<file path="src/rtl/fp_addsub_pipe.sv">
// Three-stage floating-point adder/subtractor with valid/ready handshake.
// Define FP_ADDSUB_RNE_EN for round-to-nearest-even; otherwise truncates and saturates on overflow.
module fp_addsub_pipe #(
    parameter int EXP_W = 8,
    parameter int MAN_W = 7,
    localparam int W = 1 + EXP_W + MAN_W
) (
    input  logic         clk,
    input  logic         rst_n,
    input  logic         valid_in,
    output logic         ready_in,
    input  logic [W-1:0] a,
    input  logic [W-1:0] b,
    input  logic         sub,
    output logic         valid_out,
    input  logic         ready_out,
    output logic [W-1:0] result,
    output logic [3:0]   flags
);
    localparam int XW  = MAN_W + 4;          // hidden + fraction + guard/round/sticky
    localparam int SW  = XW + 1;             // plus carry-out
    localparam int EW  = EXP_W + 2;          // signed working exponent
    localparam int SHW = $clog2(XW + 1);
    localparam logic [EXP_W-1:0] EMAX = '1;
    localparam logic signed [EW-1:0] EMAX_S = $signed({2'b00, EMAX});
    localparam logic [W-1:0] QNAN = {1'b0, {EXP_W{1'b1}}, 1'b1, {(MAN_W-1){1'b0}}};

    typedef struct packed {
        logic             spec;
        logic [W-1:0]     spec_res;
        logic [3:0]       spec_flg;
        logic             sgn_l;
        logic             sgn_s;
        logic [EXP_W-1:0] exp_l;
        logic [MAN_W:0]   man_l;
        logic [MAN_W:0]   man_s;
        logic [EXP_W-1:0] ediff;
    } s1_t;

    typedef struct packed {
        logic             spec;
        logic [W-1:0]     spec_res;
        logic [3:0]       spec_flg;
        logic             sgn_l;
        logic             sgn_s;
        logic [EXP_W-1:0] exp_l;
        logic [SW-1:0]    sum;
    } s2_t;

    logic [3:1] vld_pipe;
    logic       en1, en2, en3;
    s1_t        s1_d, s1_q;
    s2_t        s2_d, s2_q;
    logic [W-1:0] res_d;
    logic [3:0]   flg_d;

    assign en3       = !vld_pipe[3] || ready_out;
    assign en2       = !vld_pipe[2] || en3;
    assign en1       = !vld_pipe[1] || en2;
    assign ready_in  = rst_n && en1;
    assign valid_out = vld_pipe[3];

    // S1: unpack, specials, order operands by magnitude
    logic             sa, sb;
    logic [EXP_W-1:0] ea, eb;
    logic [MAN_W-1:0] ma, mb;
    logic             a_zero, b_zero, a_inf, b_inf, a_nan, b_nan, swap;
    logic [W-2:0]     mag_a, mag_b;

    always_comb begin
        sa     = a[W-1];
        sb     = b[W-1] ^ sub;
        ea     = a[W-2:MAN_W];
        eb     = b[W-2:MAN_W];
        ma     = a[MAN_W-1:0];
        mb     = b[MAN_W-1:0];
        a_zero = (ea == '0);
        b_zero = (eb == '0);
        a_inf  = (ea == EMAX) && (ma == '0);
        b_inf  = (eb == EMAX) && (mb == '0);
        a_nan  = (ea == EMAX) && (ma != '0);
        b_nan  = (eb == EMAX) && (mb != '0);
        mag_a  = a_zero ? '0 : a[W-2:0];
        mag_b  = b_zero ? '0 : b[W-2:0];
        swap   = mag_b > mag_a;

        s1_d          = '0;
        s1_d.sgn_l    = swap ? sb : sa;
        s1_d.sgn_s    = swap ? sa : sb;
        s1_d.exp_l    = swap ? eb : ea;
        s1_d.man_l    = swap ? {!b_zero, b_zero ? '0 : mb} : {!a_zero, a_zero ? '0 : ma};
        s1_d.man_s    = swap ? {!a_zero, a_zero ? '0 : ma} : {!b_zero, b_zero ? '0 : mb};
        s1_d.ediff    = swap ? (eb - ea) : (ea - eb);
        if (a_nan || b_nan) begin
            s1_d.spec     = 1'b1;
            s1_d.spec_res = QNAN;
        end else if (a_inf && b_inf && (sa != sb)) begin
            s1_d.spec     = 1'b1;
            s1_d.spec_res = QNAN;
            s1_d.spec_flg = 4'b1000;
        end else if (a_inf) begin
            s1_d.spec     = 1'b1;
            s1_d.spec_res = {sa, EMAX, {MAN_W{1'b0}}};
        end else if (b_inf) begin
            s1_d.spec     = 1'b1;
            s1_d.spec_res = {sb, EMAX, {MAN_W{1'b0}}};
        end
    end

    // S2: align smaller operand (shift capped, lost bits folded into sticky), then add/sub
    logic [SHW-1:0] shamt;
    logic [XW-1:0]  xs, xl, al;

    always_comb begin
        shamt = (s1_q.ediff > EXP_W'(MAN_W + 3)) ? SHW'(MAN_W + 3) : s1_q.ediff[SHW-1:0];
        xs    = {s1_q.man_s, 3'b000};
        xl    = {s1_q.man_l, 3'b000};
        al    = xs >> shamt;
        al[0] = al[0] | ((al << shamt) != xs);

        s2_d          = '0;
        s2_d.spec     = s1_q.spec;
        s2_d.spec_res = s1_q.spec_res;
        s2_d.spec_flg = s1_q.spec_flg;
        s2_d.sgn_l    = s1_q.sgn_l;
        s2_d.sgn_s    = s1_q.sgn_s;
        s2_d.exp_l    = s1_q.exp_l;
        s2_d.sum      = (s1_q.sgn_l ^ s1_q.sgn_s) ? ({1'b0, xl} - {1'b0, al})
                                                  : ({1'b0, xl} + {1'b0, al});
    end

    // S3: normalise, round, pack
    logic [SHW-1:0]        lz;
    logic                  found;
    logic [XW-1:0]         norm;
    logic signed [EW-1:0]  exp_n, exp_r;
    logic [MAN_W+1:0]      mant_r;
    logic [MAN_W-1:0]      frac;
    logic                  rnd_up, inexact;

    always_comb begin
        lz    = '0;
        found = 1'b0;
        for (int i = XW - 1; i >= 0; i--) begin
            if (!found && s2_q.sum[i]) begin
                lz    = SHW'(XW - 1 - i);
                found = 1'b1;
            end
        end
        if (s2_q.sum[SW-1]) begin
            norm  = {s2_q.sum[SW-1:2], s2_q.sum[1] | s2_q.sum[0]};
            exp_n = $signed({2'b00, s2_q.exp_l}) + EW'(1);
        end else begin
            norm  = s2_q.sum[XW-1:0] << lz;
            exp_n = $signed({2'b00, s2_q.exp_l}) - $signed({{(EW-SHW){1'b0}}, lz});
        end
        inexact = |norm[2:0];
`ifdef FP_ADDSUB_RNE_EN
        rnd_up = norm[2] && (norm[1] || norm[0] || norm[3]);
`else
        rnd_up = 1'b0;
`endif
        mant_r = {1'b0, norm[XW-1:3]} + {{(MAN_W+1){1'b0}}, rnd_up};
        if (mant_r[MAN_W+1]) begin
            exp_r = exp_n + EW'(1);
            frac  = mant_r[MAN_W:1];
        end else begin
            exp_r = exp_n;
            frac  = mant_r[MAN_W-1:0];
        end

        res_d = '0;
        flg_d = '0;
        if (s2_q.spec) begin
            res_d = s2_q.spec_res;
            flg_d = s2_q.spec_flg;
        end else if (s2_q.sum == '0) begin
            res_d = {s2_q.sgn_l & s2_q.sgn_s, {(W-1){1'b0}}};
        end else if (exp_r >= EMAX_S) begin
`ifdef FP_ADDSUB_RNE_EN
            res_d = {s2_q.sgn_l, EMAX, {MAN_W{1'b0}}};
`else
            res_d = {s2_q.sgn_l, EMAX - 1'b1, {MAN_W{1'b1}}};
`endif
            flg_d = 4'b0101;
        end else if (exp_r <= 0) begin
            res_d = {s2_q.sgn_l, {(W-1){1'b0}}};
            flg_d = 4'b0011;
        end else begin
            res_d = {s2_q.sgn_l, exp_r[EXP_W-1:0], frac};
            flg_d = {3'b000, inexact};
        end
    end

    always_ff @(posedge clk) begin
        if (!rst_n) begin
            vld_pipe <= '0;
            s1_q     <= '0;
            s2_q     <= '0;
            result   <= '0;
            flags    <= '0;
        end else begin
            if (en1) begin
                vld_pipe[1] <= valid_in;
                if (valid_in) s1_q <= s1_d;
            end
            if (en2) begin
                vld_pipe[2] <= vld_pipe[1];
                if (vld_pipe[1]) s2_q <= s2_d;
            end
            if (en3) begin
                vld_pipe[3] <= vld_pipe[2];
                if (vld_pipe[2]) begin
                    result <= res_d;
                    flags  <= flg_d;
                end
            end
        end
    end
endmodule

</file>
<file path="config.mk">
export PLATFORM = sky130hd
export DESIGN_NAME = fp_addsub_pipe
export DESIGN_NICKNAME = d
export VERILOG_FILES = /design/src/rtl/fp_addsub_pipe.sv
export SDC_FILE = /design/constraint.sdc
export NUM_CORES = 1
export LEC_CHECK = 0
export CAP_MARGIN = 30
export CORE_UTILIZATION = 48
export CTS_BUF_LIST = sky130_fd_sc_hd__clkbuf_4
export DETAILED_ROUTE_END_ITERATION = 8
export PLACE_DENSITY = 0.68
export SYNTH_ARGS = -nofsm -noshare
export SYNTH_HDL_FRONTEND = slang
export SYNTH_SLANG_ARGS = --single-unit
</file>
<file path="constraint.sdc">
create_clock -name clk -period 4.65 [get_ports clk]
set_input_delay 0.6975 -clock clk [delete_from_list [all_inputs] [get_ports clk]]
set_output_delay 0.6975 -clock clk [all_outputs]
set_load 0.01 [all_outputs]
</file>
==> results.md <==
- Final Max Tran Viols: 0
- Vias: 7186
- DIE HEIGHT: 125 um
- Hold path depth: 2
- Final setup viols: 0
- RSZ-0062 raised after global routing: false
- Worst-skew pair later-pin latency: 0.49 ns
- Die width: 125 um
- Yosys reg bits: 87
- Die area: 15600 sq um
- Hold path start: s1_q[52]
- Min Clock Period, post-route: 4.23 ns
- Synth async-reset ratio: 0%
- Vias in the first global route: 6639
- CP Class: flip-flop to flip-flop
- First-pass GRT wire length: 33000 um
- Hold_ws: 0.436 ns
- Post-synth EDFFs: 0
- Critical path's slowest cell: o41a_1
- ANT cells: 0
- Max cap viols: 0
- Final ANT Viol Nets: 0
- PD cells: 317 nW/um^2
- Critical Path Source Type: flip-flop
- Reg2reg start: s2_q[7]
- CP peak stage delay: 0.52 ns
- Met3 wire len: 1000 um
- Placement Rows: 44
- Via density: 5.89
- Critical Path AT: 4.67 ns
- Most common cell in the netlist: nor2_1
- Synth Net Count: 1082
- Largest net degree at the start of global routing: 50
- Final WL: 19600 um
- Layout cell share with drive strength beyond 1: 8.97%
- Max Clk Rate: 237 MHz
- Synth Flop Type: dfxtp_1
- Slew HR: 37.9%
- Top post-synthesis cells by area: dfxtp_1 24%, ha_1 8.8%, nor2_1 6.0%, a21oi_1 5.7%, nand2_1 5.2%
- I/O pin total: 59
- Postcts setup bufs: 0
- Final Power: 2.62 mW
- Initial DRC Count: 607
- Post-route DRC: 0
- Sink Count: 87
- Delay-heaviest family, CP: compound AO/OA/AOI/OAI gates
- Final worst slack: 0.425 ns
- Global Route Usage Sum: 25.9%
- Area delta synth->final: 14.2%
- Status: finished, final reports clean
- IO buf count: 58
- Clock buffer depth: 2
- CP endpoint kind: flip-flop
- Met2 Wirelength: 9040 um
- Cells along the critical path: nor4_4, nand2_1, o21ai_0, ha_1, inv_1, fa_1, a21o_1, maj3_1, nor4_1, a41oi_1, xor2_1, o41a_1, nor2_2, a21oi_1, a21oi_1
- Total gr overflow: 0
- Post-Syn Area per Cell: 7.32 sq um
- Yosys top cell area share: 24.0%
- Hold Path Class: flip-flop to flip-flop
- Setup TNS: 0 ns
- Worst VDD drop: 148 uV
- Avg WL per Cell: 16.1 um
- Initial core utilization: 49.5%
- Cells after Synth: 990
- Most frequent CP cell: a21oi_1
- Final Wtd Congestion: 0.935
- Worst slack, placed: 0.197 ns
- Clk_skew: 0.0361 ns
- R2r endpoint: result[4]
- # nets final: 1124
- LEAKAGE: 3.29 nW
- TritonCTS buffer count: 9
- Drt first pass iters: 7
- Antenna violations before repair: 0
- Worst min-delay path endpoint: s2_q[40]
- Syn Std Cell Area: 7250 sq um
- Final period utilization: 90.9%
- Post-synthesis sequential area ratio: 24.0%
- Core Area: 14600 sq um
- Layout fillers: 1416
- Area leader, netlist: dfxtp_1
- H-tree levels: 3
- Top layer reached by signal wires: met4
- Yosys cell types: 81
- CTS tree: built
- R2R Setup Slk: 0.42 ns
- Tightest Pin Transition: 0.931 ns
- Crit Path Max Fanout: 7
- Ys Warns: 0
- Clock-pin slew on the worst setup and hold paths: 0.18 ns
- Final hold violation count: 0
- Root buffer cell: clkbuf_4
- Post-DP HPWL: 15000 um
- Post-synth top cells: 115 x nor2_1, 101 x nand2_1, 87 x dfxtp_1, 83 x a21oi_1, 62 x inv_1
- WP buf/inv: 1
- CP required: 5.09 ns
- Worst-case reg-to-reg path depth: 15
- Wl on met1: 9240 um
==> flip-flops by register name, summed over array words and instances (netlist names) <==
register,flops
flags,4
result,16
s1_q,38
s2_q,26
vld_pipe,3
==> repair_timing <==
action	4_1_cts	5_1_grt
endpoints found under the setup margin	0	4
gates resized for setup	0	1
hold buffers	0	0
==> worst max-delay path by stage <==
stage                       start        end  slack (ns)  cells after the start
after floorplan           s2_q[7]  result[1]        0.39                     17
after global placement      b[11]    s1_q[6]        0.19                     16
after detailed placement    b[11]    s1_q[6]        0.20                     16
after CTS                 s2_q[7]  result[1]        0.42                     15
after global routing      s2_q[7]  result[1]        0.06                     15
final                     s2_q[7]  result[4]        0.42                     15
==> where the power goes <==
group | switching [mW] | internal (mW) | total, mW
registers | 0.0737 | 0.798 | 0.871
clock network | 0.323 | 0.132 | 0.455
logic | 0.759 | 0.536 | 1.29
total | 1.16 | 1.47 | 2.62
==> routing by layer <==
metal / global-route usage, % / vias up
li1: - / 3656
met1: 34.5 / 3295
met3: 4.17 / 20
met4: 8.18 / 0
met5: 0 / -
met2: 42.9 / 215
==> cells in the final DEF, fill, tap and decap left out, types with 8 or more instances in the layout <==
cell	n
nor2_1	115
nand2_1	101
dfxtp_1	87
a21oi_1	83
inv_1	61
clkdlybuf4s50_1	58
o21ai_0	51
ha_1	51
buf_4	43
a211oi_1	33
nor3_1	28
nand3_1	27
mux2i_1	25
nand4_1	16
nor4_1	15
and2_1	14
o211ai_1	14
nor2b_1	13
a31oi_1	13
o31ai_1	12
a21o_1	11
xnor2_1	10
nand2b_1	9
o21a_1	9
clkbuf_4	9
mux2_2	8
xor2_1	8
==> worst min-delay path: stages (launching register included) <==
cell     delay, ns
dfxtp_1       0.34
nand2_1       0.05
a21oi_1       0.05
==> per-stage QoR <==
stage,instance area (sq um),std cells,utilization [%]
after floorplan,7250,990,-
after global placement,8110,1204,55.4
after detailed placement,8110,1204,55.4
after CTS,8260,1220,56.4
after global routing,8280,1221,56.5
final,8280,1221,56.5
==> kinds of logic (layout without fill, tap and decap cells) <==
| logic type | count (synthesis) | count (layout) | share of synthesized area [%] |
|---|---|---|---|
| flops | 87 | 87 | 24.0 |
| compound gates | 296 | 296 | 28.0 |
| fa+ha+maj | 56 | 56 | 10.0 |
| simple gates | 367 | 367 | 23.9 |
| mux | 33 | 33 | 4.70 |
| xor+xnor | 18 | 18 | 2.18 |
| buf+inv | 133 | 180 | 7.10 |
==> final cells by class <==
type	instances	area [sq um]	share of cell area (%)
inverter	63	236	2.86
clock inverter	7	81.3	0.983
sequential	87	1740	21.0
clock buffer	9	67.6	0.816
multi-input combinational	770	5020	60.6
timing repair buffer	101	903	10.9
tap	184	230	2.78
(Power assumes the default switching activity.)
